===== src/rtl/multicycle_ctrl.sv =====
`default_nettype none
// ============================================================================
// Module   : multicycle_ctrl
// Brief    : Multi-cycle CPU control FSM sequencing IF/ID/EXE/MEM/WB and
//            driving every datapath strobe and select.
// Revision : 1.0 - initial release
// ============================================================================
module multicycle_ctrl #(
  parameter int OPW = 6,
  parameter int STW = 3
) (
  input  logic           CLK,
  input  logic           RST,
  input  logic [OPW-1:0] opcode,
  input  logic           zero,
  output logic           PCWre,
  output logic           IRWre,
  output logic           RegWre,
  output logic [1:0]     RegDst,
  output logic           WrRegDSrc,
  output logic           ALUSrcA,
  output logic           ALUSrcB,
  output logic           ExtSel,
  output logic [2:0]     ALUOp,
  output logic           mRD,
  output logic           mWR,
  output logic           DBDataSrc,
  output logic [1:0]     PCSrc,
  output logic [STW-1:0] state
);

  typedef enum logic [STW-1:0] {
    sIF     = 3'b000,
    sID     = 3'b001,
    sEXE_LS = 3'b010,
    sMEM    = 3'b011,
    sWB_LD  = 3'b100,
    sEXE_BR = 3'b101,
    sEXE_AL = 3'b110,
    sWB_AL  = 3'b111
  } stateT;

  localparam logic [OPW-1:0] c_ADD   = 6'b000000;
  localparam logic [OPW-1:0] c_SUB   = 6'b000001;
  localparam logic [OPW-1:0] c_ADDIU = 6'b000010;
  localparam logic [OPW-1:0] c_AND   = 6'b010000;
  localparam logic [OPW-1:0] c_ANDI  = 6'b010001;
  localparam logic [OPW-1:0] c_ORI   = 6'b010010;
  localparam logic [OPW-1:0] c_SLL   = 6'b011000;
  localparam logic [OPW-1:0] c_SLTI  = 6'b011100;
  localparam logic [OPW-1:0] c_SW    = 6'b100110;
  localparam logic [OPW-1:0] c_LW    = 6'b100111;
  localparam logic [OPW-1:0] c_BEQ   = 6'b110100;
  localparam logic [OPW-1:0] c_BNE   = 6'b110101;
  localparam logic [OPW-1:0] c_J     = 6'b111000;
  localparam logic [OPW-1:0] c_JR    = 6'b111001;
  localparam logic [OPW-1:0] c_JAL   = 6'b111010;
  localparam logic [OPW-1:0] c_HALT  = 6'b111111;

  stateT r_state;
  stateT w_nextState;

  logic w_isRtype, w_isImm, w_isAlu, w_isLW, w_isSW, w_isBEQ, w_isBNE;
  logic w_isJAL, w_isJR, w_isHalt;
  logic [2:0] w_aluOp;

  assign w_isRtype = (opcode == c_ADD) | (opcode == c_SUB) |
                     (opcode == c_AND) | (opcode == c_SLL);
  assign w_isImm   = (opcode == c_ADDIU) | (opcode == c_ANDI) |
                     (opcode == c_ORI)   | (opcode == c_SLTI);
  assign w_isAlu   = w_isRtype | w_isImm;
  assign w_isLW    = (opcode == c_LW);
  assign w_isSW    = (opcode == c_SW);
  assign w_isBEQ   = (opcode == c_BEQ);
  assign w_isBNE   = (opcode == c_BNE);
  assign w_isJAL   = (opcode == c_JAL);
  assign w_isJR    = (opcode == c_JR);
  assign w_isHalt  = (opcode == c_HALT);

  always_comb begin
    w_aluOp = 3'b000;
    case (opcode)
      c_SUB, c_BEQ, c_BNE: w_aluOp = 3'b001;
      c_SLL:               w_aluOp = 3'b010;
      c_ORI:               w_aluOp = 3'b011;
      c_AND, c_ANDI:       w_aluOp = 3'b100;
      c_SLTI:              w_aluOp = 3'b101;
      default:             w_aluOp = 3'b000;
    endcase
  end

  always_ff @(posedge CLK or negedge RST) begin
    if (!RST) r_state <= sIF;
    else      r_state <= w_nextState;
  end

  always_comb begin
    w_nextState = r_state;
    PCWre       = 1'b0;
    IRWre       = 1'b0;
    RegWre      = 1'b0;
    RegDst      = 2'b00;
    WrRegDSrc   = 1'b0;
    ALUSrcA     = 1'b0;
    ALUSrcB     = 1'b0;
    ExtSel      = 1'b0;
    ALUOp       = 3'b000;
    mRD         = 1'b0;
    mWR         = 1'b0;
    DBDataSrc   = 1'b0;
    PCSrc       = 2'b00;

    // Operand selects are held from execute through write-back
    if (r_state != sIF && r_state != sID) begin
      ALUOp   = w_aluOp;
      ALUSrcA = (opcode == c_SLL);
      ALUSrcB = w_isImm | w_isLW | w_isSW;
      ExtSel  = (opcode == c_ADDIU) | (opcode == c_SLTI) | w_isLW | w_isSW |
                w_isBEQ | w_isBNE;
    end

    case (r_state)
      sIF: begin
        IRWre       = 1'b1;
        w_nextState = sID;
      end
      sID: begin
        if (w_isHalt) begin
          w_nextState = sID;
        end else if (w_isBEQ | w_isBNE) begin
          w_nextState = sEXE_BR;
        end else if (w_isLW | w_isSW) begin
          w_nextState = sEXE_LS;
        end else if (w_isAlu) begin
          w_nextState = sEXE_AL;
        end else begin
          // J/JR/JAL/NOP complete here
          w_nextState = sIF;
          PCWre       = 1'b1;
          if (w_isJAL) begin
            RegWre = 1'b1;
            PCSrc  = 2'b11;
          end else if (opcode == c_J) begin
            PCSrc = 2'b11;
          end else if (w_isJR) begin
            PCSrc = 2'b10;
          end
        end
      end
      sEXE_AL: w_nextState = sWB_AL;
      sWB_AL: begin
        w_nextState = sIF;
        PCWre       = 1'b1;
        RegWre      = 1'b1;
        RegDst      = w_isRtype ? 2'b10 : 2'b01;
        WrRegDSrc   = 1'b1;
      end
      sEXE_LS: w_nextState = sMEM;
      sMEM: begin
        if (w_isLW) begin
          w_nextState = sWB_LD;
          mRD         = 1'b1;
        end else begin
          w_nextState = sIF;
          PCWre       = 1'b1;
          mWR         = w_isSW;
        end
      end
      sWB_LD: begin
        w_nextState = sIF;
        PCWre       = 1'b1;
        RegWre      = 1'b1;
        RegDst      = 2'b01;
        WrRegDSrc   = 1'b1;
        DBDataSrc   = 1'b1;
      end
      sEXE_BR: begin
        w_nextState = sIF;
        PCWre       = 1'b1;
        PCSrc       = ((w_isBEQ & zero) | (w_isBNE & ~zero)) ? 2'b01 : 2'b00;
      end
      default: w_nextState = sIF;
    endcase

    // Write enables are suppressed for the whole reset window
    if (!RST) begin
      PCWre  = 1'b0;
      IRWre  = 1'b0;
      RegWre = 1'b0;
      mRD    = 1'b0;
      mWR    = 1'b0;
    end
  end

  assign state = r_state;

endmodule
`default_nettype wire


===== config.mk =====
export PLATFORM = sky130hd
export DESIGN_NAME = multicycle_ctrl
export DESIGN_NICKNAME = d
export VERILOG_FILES = /design/src/rtl/multicycle_ctrl.sv
export SDC_FILE = /design/constraint.sdc
export NUM_CORES = 1
export LEC_CHECK = 0
export BUFFER_PORTS_ARGS = -buffer_cell sky130_fd_sc_hd__buf_4
export CAP_MARGIN = 25
export CORE_AREA = 2 2 39 41
export DETAILED_ROUTE_END_ITERATION = 6
export DIE_AREA = 0 0 41 43
export PLACE_DENSITY_LB_ADDON = 0.12
export SYNTH_ARGS = -nofsm -noshare
export SYNTH_HDL_FRONTEND = slang
export SYNTH_SLANG_ARGS = --single-unit

===== constraint.sdc =====
create_clock -name CLK -period 2.07 [get_ports CLK]
set_input_delay 0 -clock CLK [delete_from_list [all_inputs] [get_ports CLK]]
set_output_delay 0 -clock CLK [all_outputs]
set_load 0.03 [all_outputs]

After elaboration in Yosys (flattened, before gate mapping)

Index checks and enable logic that the tools add are counted.

Multiplexer cells: 46
Eq/ne operators: 23
Bitwise logic cells: 20
Reductions and logical operators: 8

Operators with widths:

| cell               | number |
|---|---|
| $eq 6x6->1 const B | 8 |
| $eq 6x5->1 const B | 5 |
| $mux 1             | 26 |
| $mux 3             | 6 |
| $pmux 3 s6         | 1 |
| $or 1x1->1         | 17 |
| $mux 2             | 8 |
| $pmux 3 s5         | 1 |
| $eq 3x3->1 const B | 4 |
| $pmux 2 s2         | 2 |
| $eq 3x2->1 const B | 2 |
| $eq 6x1->1 const B | 1 |
| $eq 6x2->1 const B | 1 |
| $logic_not 6->1    | 1 |
| $reduce_or 3->1    | 2 |
| $reduce_or 2->1    | 2 |
| $eq 3x1->1 const B | 1 |
| $logic_not 3->1    | 1 |
| $ne 3x1->1 const B | 1 |
| $pmux 1 s3         | 1 |
| $reduce_bool 3->1  | 1 |
| $and 1x1->1        | 2 |
| $pmux 1 s2         | 1 |
| $logic_and 1x1->1  | 1 |
| $not 1->1          | 1 |

Register bits: 3
Word-level logic and storage cells: 98
Bits of input ports: 9

Depth between registers and ports, before layout

Gate-level depths: netlist of the first run.

Depth in word-level cells: 11
Depth in mapped cells: 5
Depth with buffers taken out: 4

Least setup slack after synthesis of the first run

No wires, ideal clock.

Path type: register to output
Start: register r_state[1] (netlist: state[1])
End: output PCSrc[1]
Path slack: 169 ps
Stages on the path, launching flop included: 4
Data required time: 2070 ps
Buffers on the path: 1
Arrival time: 1901 ps
Cells stage by stage: dfrtp_1 > buf_6 > nand2b_4 > nor4b_1

Cells in the longest elaborated chain, start to end: 2
Elaborated cells on any way between the ends: 3
Those cells by class: eq/ne (2); mux (1)

RTL lines:

| item                                            | line | source |
|---|---|---|
| start, declared                                 | 60   | `stateT r_state;` |
| start signal, assigned                          | 93   | `if (!RST) r_state <= sIF;` |
| start signal, assigned                          | 94   | `else r_state <= w_nextState;` |
| $eq 3x3->1 / $eq 3x1->1 (equally long branches) | 122  | `case (r_state)` |
| $pmux 2 s2 *                                    | 122  |  |
| end, declared                                   | 28   | `output logic [1:0] PCSrc,` |

Mark *: on every way between the ends. The rest lies on a longest branch, timed or not.

Worst setup path in the final report of the first run

Start: register r_state[1] (netlist: state[1])
End: output PCSrc[0]

The elaborated chain is that of the path after synthesis.

==> flow_results.org, run 1 <==
** Synthesis
- Summing the areas of all and, or, nand and nor instances in the mapped netlist gives between 40% and 50% of the synthesized area.
- Yosys printed 0 warnings.
- Yosys mapped the design onto 36 distinct sky130hd cell types.
- Share of synthesized cell area in full adder, half adder and majority cells :: 0%
- Synth Area in Compound Gates :: 23.1%
- Cell taking the most area after synthesis :: dfrtp_1
- Of the post-synthesis cell area, the dominant cell type holds about 12%.
- Fraction of the yosys area taken by sequential cells :: 12.3%
- Post-synthesis net count :: 101
- In the synthesized netlist, mux cells make up about 3.5% of the area.
- Sorting the synthesized cells by area gives the leading types as dfrtp_1 12%, a21oi_1 6.5%, nand2b_1 6.1%.
- Of the total synthesized cell area, the portion taken by XOR and XNOR cells is 2.86%.
- After synthesis, the largest family of logic cells by area is simple AND/OR/NAND/NOR gates.
- After synthesis, the mean cell area works out to about 6.7 µm².
- Post-Syn Instances :: just over 90
- Number of register bits inferred by synthesis :: 3
- The synthesized netlist occupies a cell area of about 610 µm².

** Critical path
- Standard cell with the maximum stage delay on the critical path :: or4_1
- STA classifies the critical path startpoint as a flop.
- Data required time of the critical path :: approximately 2.1 ns
- Class of the most critical setup path :: reg -> out
- Together, buffers and inverters on the worst path number 1.
- The cell family contributing the most delay on the critical path is simple AND/OR/NAND/NOR gates.
- For the worst setup path, the data arrival time is approximately 1.7 ns.
- In this run the worst path has a maximum fanout of 11.
- STA classifies the critical path endpoint as a primary output.
- Series of cell instances along the critical path :: nand2b_4 -> or4_1 -> a21oi_1 -> buf_4
- In this design, the stage delay of the slowest critical-path cell is 0.50 ns.

** Layout
- Layout cells sized above 1 :: 29.1%
- The register with the most flip-flops in the layout has 3 of them.
- At the end of the flow, the number of nets in the layout was 127.
- The repair_antennas step left the layout with diodes totalling 0.
- Summing all multi-input logic gate instances after layout gives 483 µm².
- Fillcell total :: roughly 140
- Area Overhead vs Synth :: 36.0%
- Register cell area after layout :: roughly 75 µm²

** Power
- Maximum vdd drop :: 0.516 mV
- For this design the ratio of total power to cell area is about 710 nW/µm².
- Leak :: between 0.0003 and 0.0004 µW
- Power consumption :: 595 µW

** Die
- The floorplan has 14 rows.
- Die Y :: approximately 43 µm
- The initial utilization of the core area, before any placement, comes to 44.2%.
- The die covers between 1500 and 2000 µm².
- Core outline area :: 1380 µm²
- IO Pins :: 29
- Die boundary width :: 41 µm

** Timing
- Final WS setup :: roughly 0.33 ns
- Summed over all failing endpoints, the final setup total negative slack is 0 ns.
- Crit path time final :: roughly 1.7 ns
- Hold violation total from the final report :: 0
- Static timing analysis puts the maximum clock frequency at between 500 and 600 MHz.
- Setup repair after global routing left no endpoint under its margin.
- Setup violations remaining at the end of the flow were counted as 0.
- The worst pin sits at a relative slew slack of around 70%.
- Final period util :: a little over four fifths
- Number of pins with negative max-slew slack in the final report :: 0
- At the pin with the least slew margin, the transition time is ~0.45 ns.
- The clock arrives with between 0.002 and 0.003 ns of skew.

** Routing
- First drt pass iteration count :: 4
- The routed layout has roughly 800 vias.
- In this run the remaining antenna-violating nets after routing total 0.
- First-iteration detailed-routing DRC count :: 25
- Routed wire length per instance :: 13.7 µm
- Detailed-route wire length :: ~1800 µm
- Remaining routing DRC violations :: 0
- Mean number of vias per cell :: approximately 5.8

** CTS
- Num Clock Sinks :: 3
- Clk Tree Root Cell :: clkbuf_4
- TritonCTS built the clock tree.
- Post-CTS setup-driven buffer insertion count :: 0
- Post-CTS repair changed the size of 0 cells.
- After clock tree synthesis, the clock-pin slew on the worst setup and hold paths is about 0.03 ns.
- Counting along the longest clock path gives a buffer depth of 2.
- Insertion delay of the later-clocked pin in the worst-skew pair :: about 0.23 ns
- Inserted Clock Buffers :: 3
- Number of buffers inserted by hold repair at cts :: 1
- Maximum level of the CTS H-tree :: 1

** Status
- Outcome :: completed

** Global routing
- Maximum number of pins on one net before global-route repair :: 15
- Final global-route overflow total :: 0
- The number of antenna violations at the first check in global routing came to 0.
- Via count of the first global-routing pass :: between 600 and 700
- First-pass GRT wire length :: ~2900 µm
- Global routing used 23.4% of the available tracks across all layers.

** Place
- Routability Congestion :: 0.846
- Detailed placement finished with a half-perimeter wire length of about 1400 µm.
- Before CTS, the worst setup slack after placement is a little under 0.6 ns.
- During placement, the flow inserted port buffers numbering 28.

** Hold path
- The worst hold path belongs to the class in -> async.

** Flow run
- Max-cap violations in this run came to 0.
-- kinds of logic (layout without fill, tap and decap cells) --
| kind of cell | count (synthesis) | in the layout |
|---|---|---|
| simple gates | 52 | 52 |
| compound gates | 23 | 23 |
| buf+inv | 10 | 35 |
| flops | 3 | 3 |
| xor+xnor | 2 | 2 |
| mux | 2 | 2 |
-- final timing paths --
path | startpoint | endpoint | slack (ns) | cells after the start
max | state[1] | PCSrc[0] | 0.33 | 4
min | RST | state[1] | 0.11 | 2
max reg2reg | state[2] | state[2] | 0.84 | 3
min reg2reg | state[0] | state[0] | 0.68 | 1
max in group asynchronous | RST | state[0] | 1.84 | 2
min in group CLK | opcode[1] | state[1] | 0.20 | 3
-- layout make-up --
| class | count | share of cell area, % |
|---|---|---|
| inverters | 2 | 0.902 |
| flip-flops and latches | 3 | 9.02 |
| repair buffers | 29 | 26.5 |
| clock buffers | 4 | 3.16 |
| multi-input cells | 79 | 58.0 |
| well taps | 16 | 2.41 |
-- stage by stage --
step | utilization, % | area (µm²) | std cells | hold WS, ns
after floorplan | - | 612 | 92 | -0.296
after global placement | 57.5 | 796 | 128 | -0.190
after detailed placement | 57.5 | 796 | 128 | -0.191
after CTS | 60.1 | 832 | 133 | 0.0981
after global routing | 60.1 | 832 | 133 | 0.107
final | 60.1 | 832 | 133 | 0.111
-- cell usage after synthesis --
cell      count
nor4_1        6
o21ai_1       1
nand2_1       6
mux2i_1       1
a31oi_1       1
xnor2_1       1
nand3b_1      3
a21oi_1       8
nand2b_1      6
nand2b_4      1
nor2b_1       3
nand3_1       4
o221ai_1      1
o21bai_1      2
buf_2         7
o21a_1        1
and2b_2       1
and2_1        1
o32ai_1       1
o21ai_0       5
nor4b_1       2
nor2_1       10
o31ai_1       1
dfrtp_1       3
nor3_1        3
inv_1         2
buf_6         1
or4_1         1
or3_1         1
mux2_1        1
and3_1        1
a2111o_1      1
and2_2        1
o22ai_1       1
xor2_1        1
nand4b_1      2
-- placed cells by master (no fill, tap or decap) --
| cell | instances |
|---|---|
| buf_4 | 28 |
| nor2_1 | 10 |
| a21oi_1 | 8 |
| nand2b_1 | 6 |
| nor4_1 | 6 |
| nand2_1 | 6 |
| o21ai_0 | 5 |
| nand3_1 | 4 |
| nand3b_1 | 3 |
| nor3_1 | 3 |
| nor2b_1 | 3 |
| clkbuf_4 | 3 |
| dfrtp_1 | 3 |
| inv_1 | 2 |
| o21bai_1 | 2 |
| nor4b_1 | 2 |
| nand4b_1 | 2 |
| and2b_2 | 1 |
| nand2b_4 | 1 |
| mux2_1 | 1 |
| xnor2_1 | 1 |
| mux2i_1 | 1 |
| o22ai_1 | 1 |
| xor2_1 | 1 |
| or4_1 | 1 |
| a2111o_1 | 1 |
| o31ai_1 | 1 |
| and2_2 | 1 |
| o221ai_1 | 1 |
| o21ai_1 | 1 |
| and3_1 | 1 |
| o21a_1 | 1 |
| and2_1 | 1 |
| o32ai_1 | 1 |
| or3_1 | 1 |
| a31oi_1 | 1 |
| clkbuf_1 | 1 |
| dlygate4sd3_1 | 1 |
-- report_power, final --
group / leakage, µW / total, µW / internal [µW] / switching [µW]
clock: 0.0000150 / 102 / 72.1 / 29.8
sequential: 0.0000389 / 132 / 77.6 / 54.1
combinational: 0.000302 / 361 / 143 / 218
total: 0.000356 / 595 / 293 / 302
-- per-layer routing --
layer | global-route usage, % | up-vias | part of all wire [%] | wire length (µm)
li1 | - | 391 | - | -
met1 | 31.0 | 359 | 45 | 815
met2 | 34.7 | 23 | 49 | 892
met3 | 3.14 | 4 | 3.8 | 70
met4 | 13.3 | 0 | 2.3 | 42
met5 | 0 | - | 0 | 0
Power figures use the tool's default switching activity.
==> inputs of run 2 (changes only) <==
CORE_AREA = default   (was 2 2 39 41)
CORE_UTILIZATION = 45   (was default)
DIE_AREA = default   (was 0 0 41 43)
clock period = 1.6 ns   (was 2.07 ns; I/O delays follow)
==> flow_results.org, run 2 (same netlist as run 1, synthesis figures left out) <==
** Critical path
- Data on the critical path is required at its endpoint by 1.60 ns.
- Worst-path fanout max :: 5
- Critical Path Start Type :: flop
- Kind of capture point of the worst setup path :: primary output
- Data arrival time of the critical path :: about 1.6 ns
- Class of the most critical setup path :: reg -> out

** Global routing
- Maximum number of pins on one net before global-route repair :: 15
- Via count of the first global-routing pass :: roughly 630
- Global routing consumed, over all layers together, 28.4% of the routing resources.
- Number of antenna violations at the first check in global routing :: 0
- Global routing finished with a remaining overflow of 0.
- The first global-routing pass estimated 2930 µm of wire.

** Timing
- Number of pins with negative max-slew slack in the final report :: 0
- Derived from the worst setup path, the maximum achievable clock frequency is ~620 MHz.
- Final period util :: 101%
- Crit path time final :: between 1.5 and 2 ns
- On the final layout, the worst clock skew is 0.00683 ns.
- Across all setup checks in the final design, the least slack found is -0.0188 ns.
- After routing, the total negative slack on setup checks comes to -0.0188 ns.
- Setup repair after global routing missed its margin :: true
- Headroom to the max-slew limit came out at between 70% and 80%.
- Number of setup violations in the final report :: 1
- The number of endpoints with negative hold slack in the final report was 0.
- Slew of the pin with the lowest slew margin :: between 0.3 and 0.4 ns

** Die
- Die boundary width :: between 30 and 40 µm
- Initial cell density of the core :: between 50% and 60%
- The total area inside the core boundary comes to between 1000 and 1500 µm².
- Die area :: between 1500 and 2000 µm²
- IO Pins :: 29
- In this run the vertical extent of the chip is around 40 µm.
- The floorplan has 12 rows.

** Routing
- In the final routing, the length of wire on met1 measures between 800 and 900 µm.
- The highest metal layer carrying signal wires in the routed design is met4.
- Remaining routing DRC violations :: 0
- The count of nets left with antenna violations once routing finished came out at 0.
- Routed wire length per instance :: roughly 15 µm
- Metal2 WL :: just over 900 µm
- Mean number of vias per cell :: 6.16
- Summed over all nets, wire length on met3 after detailed routing comes to ~230 µm.
- The pre-antenna-repair detailed-routing pass consisted of 4 iterations.
- After the first detailed-routing iteration, the DRC count stood at 45.
- The routed layout has about 860 vias.
- The final layout contains routed wiring with a total length of around 2000 µm.

** Place
- After legalization and detailed placement, the total HPWL measured between 1000 and 1500 µm.
- Routability-driven placement finished with a final weighted congestion of 0.859.
- Dpl ws :: between 0.15 and 0.2 ns
- Input and output buffers added on the ports amount to 28.

** CTS
- Maximum level of the CTS H-tree :: 1
- Insertion delay of the later-clocked pin in the worst-skew pair :: about 0.24 ns
- Clk Tree Root Cell :: clkbuf_4
- Num Clock Sinks :: 3
- Clock slew seen by the registers of the worst setup and hold paths :: ~0.040 ns
- Buffers inserted during clock tree synthesis total 3.
- CTS tree :: yes
- Buffer levels on the longest clock path :: 2

** Power
- Leak :: around 0.0004 µW
- Power spread over the standard cell area amounts to 972 nW/µm².
- Power consumption :: 925 µW
- Maximum vdd drop :: approximately 0.73 mV

** Layout
- For this run, the post-layout net count is about 140.
- Number of antenna repair diodes :: 0
- In the layout the commonest cells are 36 x buf_4, 9 x nor2_1, 7 x a21oi_1.
- Flip-flop count of the largest register, all copies and words added :: 3
- Of the cells placed in the final design, the portion with a size suffix greater than 1 is 40.5%.
- Most frequent standard cell in the layout excluding fill and tap cells :: buf_4
- Area Overhead vs Synth :: 55.6%

** Status
- The checks that failed: setup timing.
- Outcome :: complete, but fails checks

** Hold path
- Worst Hold Class :: in -> async

** Flow run
- Across the run, the number of max-cap violations was 0.
run 2: where the power goes:
| group | internal (µW) | switching (µW) |
|---|---|---|
| clock network | 93.6 | 41.6 |
| registers | 103 | 41.2 |
| logic | 277 | 369 |
run 2: final timing paths:
| kind | slack, ns | start | cells past startpoint | endpoint |
|---|---|---|---|---|
| max in group asynchronous | 1.36 | RST | 2 | state[2] |
| min in group CLK | 0.18 | opcode[1] | 3 | state[1] |
| min | 0.11 | RST | 2 | state[0] |
| min reg2reg | 0.66 | state[1] | 2 | state[0] |
| max reg2reg | 0.44 | state[2] | 3 | state[2] |
| max | -0.02 | state[1] | 4 | PCSrc[0] |
run 2: critical path, cell delays in order, from the launching register on:
cell	delay, ns
dfrtp_2	0.43
nand2b_4	0.15
or4_4	0.52
a21oi_4	0.13
buf_6	0.14
run 2: through the flow:
step                      utilization, %  std cells  area [µm²]  hold slack, ns
after global routing                80.3        140         952           0.115
after floorplan                        -         92         649          -0.296
after global placement              73.2        131         868          -0.188
after CTS                           78.5        138         931           0.111
after detailed placement            73.2        131         868          -0.190
final                               80.3        140         952           0.106
run 2: what timing repair did:
action,4_1_cts,5_1_grt
hold buffers,1,0
pin swaps,0,1
gates resized for setup,5,1
endpoints found under the hold margin,3,0
endpoints found under the setup margin,2,3
setup buffers,2,2
run 2: layout make-up:
type,instances,area (µm²)
Inverter,2,7.51
Timing Repair Buffer,38,292
Sequential cell,3,77.6
Clock buffer,4,26.3
Tap cell,14,17.5
Multi-Input combinational cell,79,532
Fill cell,90,234
run 2: layer usage:
layer / vias to the layer above / GRT usage (%)
met3: 4 / 3.47
met1: 385 / 38.8
met4: 0 / 15.5
met5: - / 0
li1: 408 / -
met2: 66 / 42.5
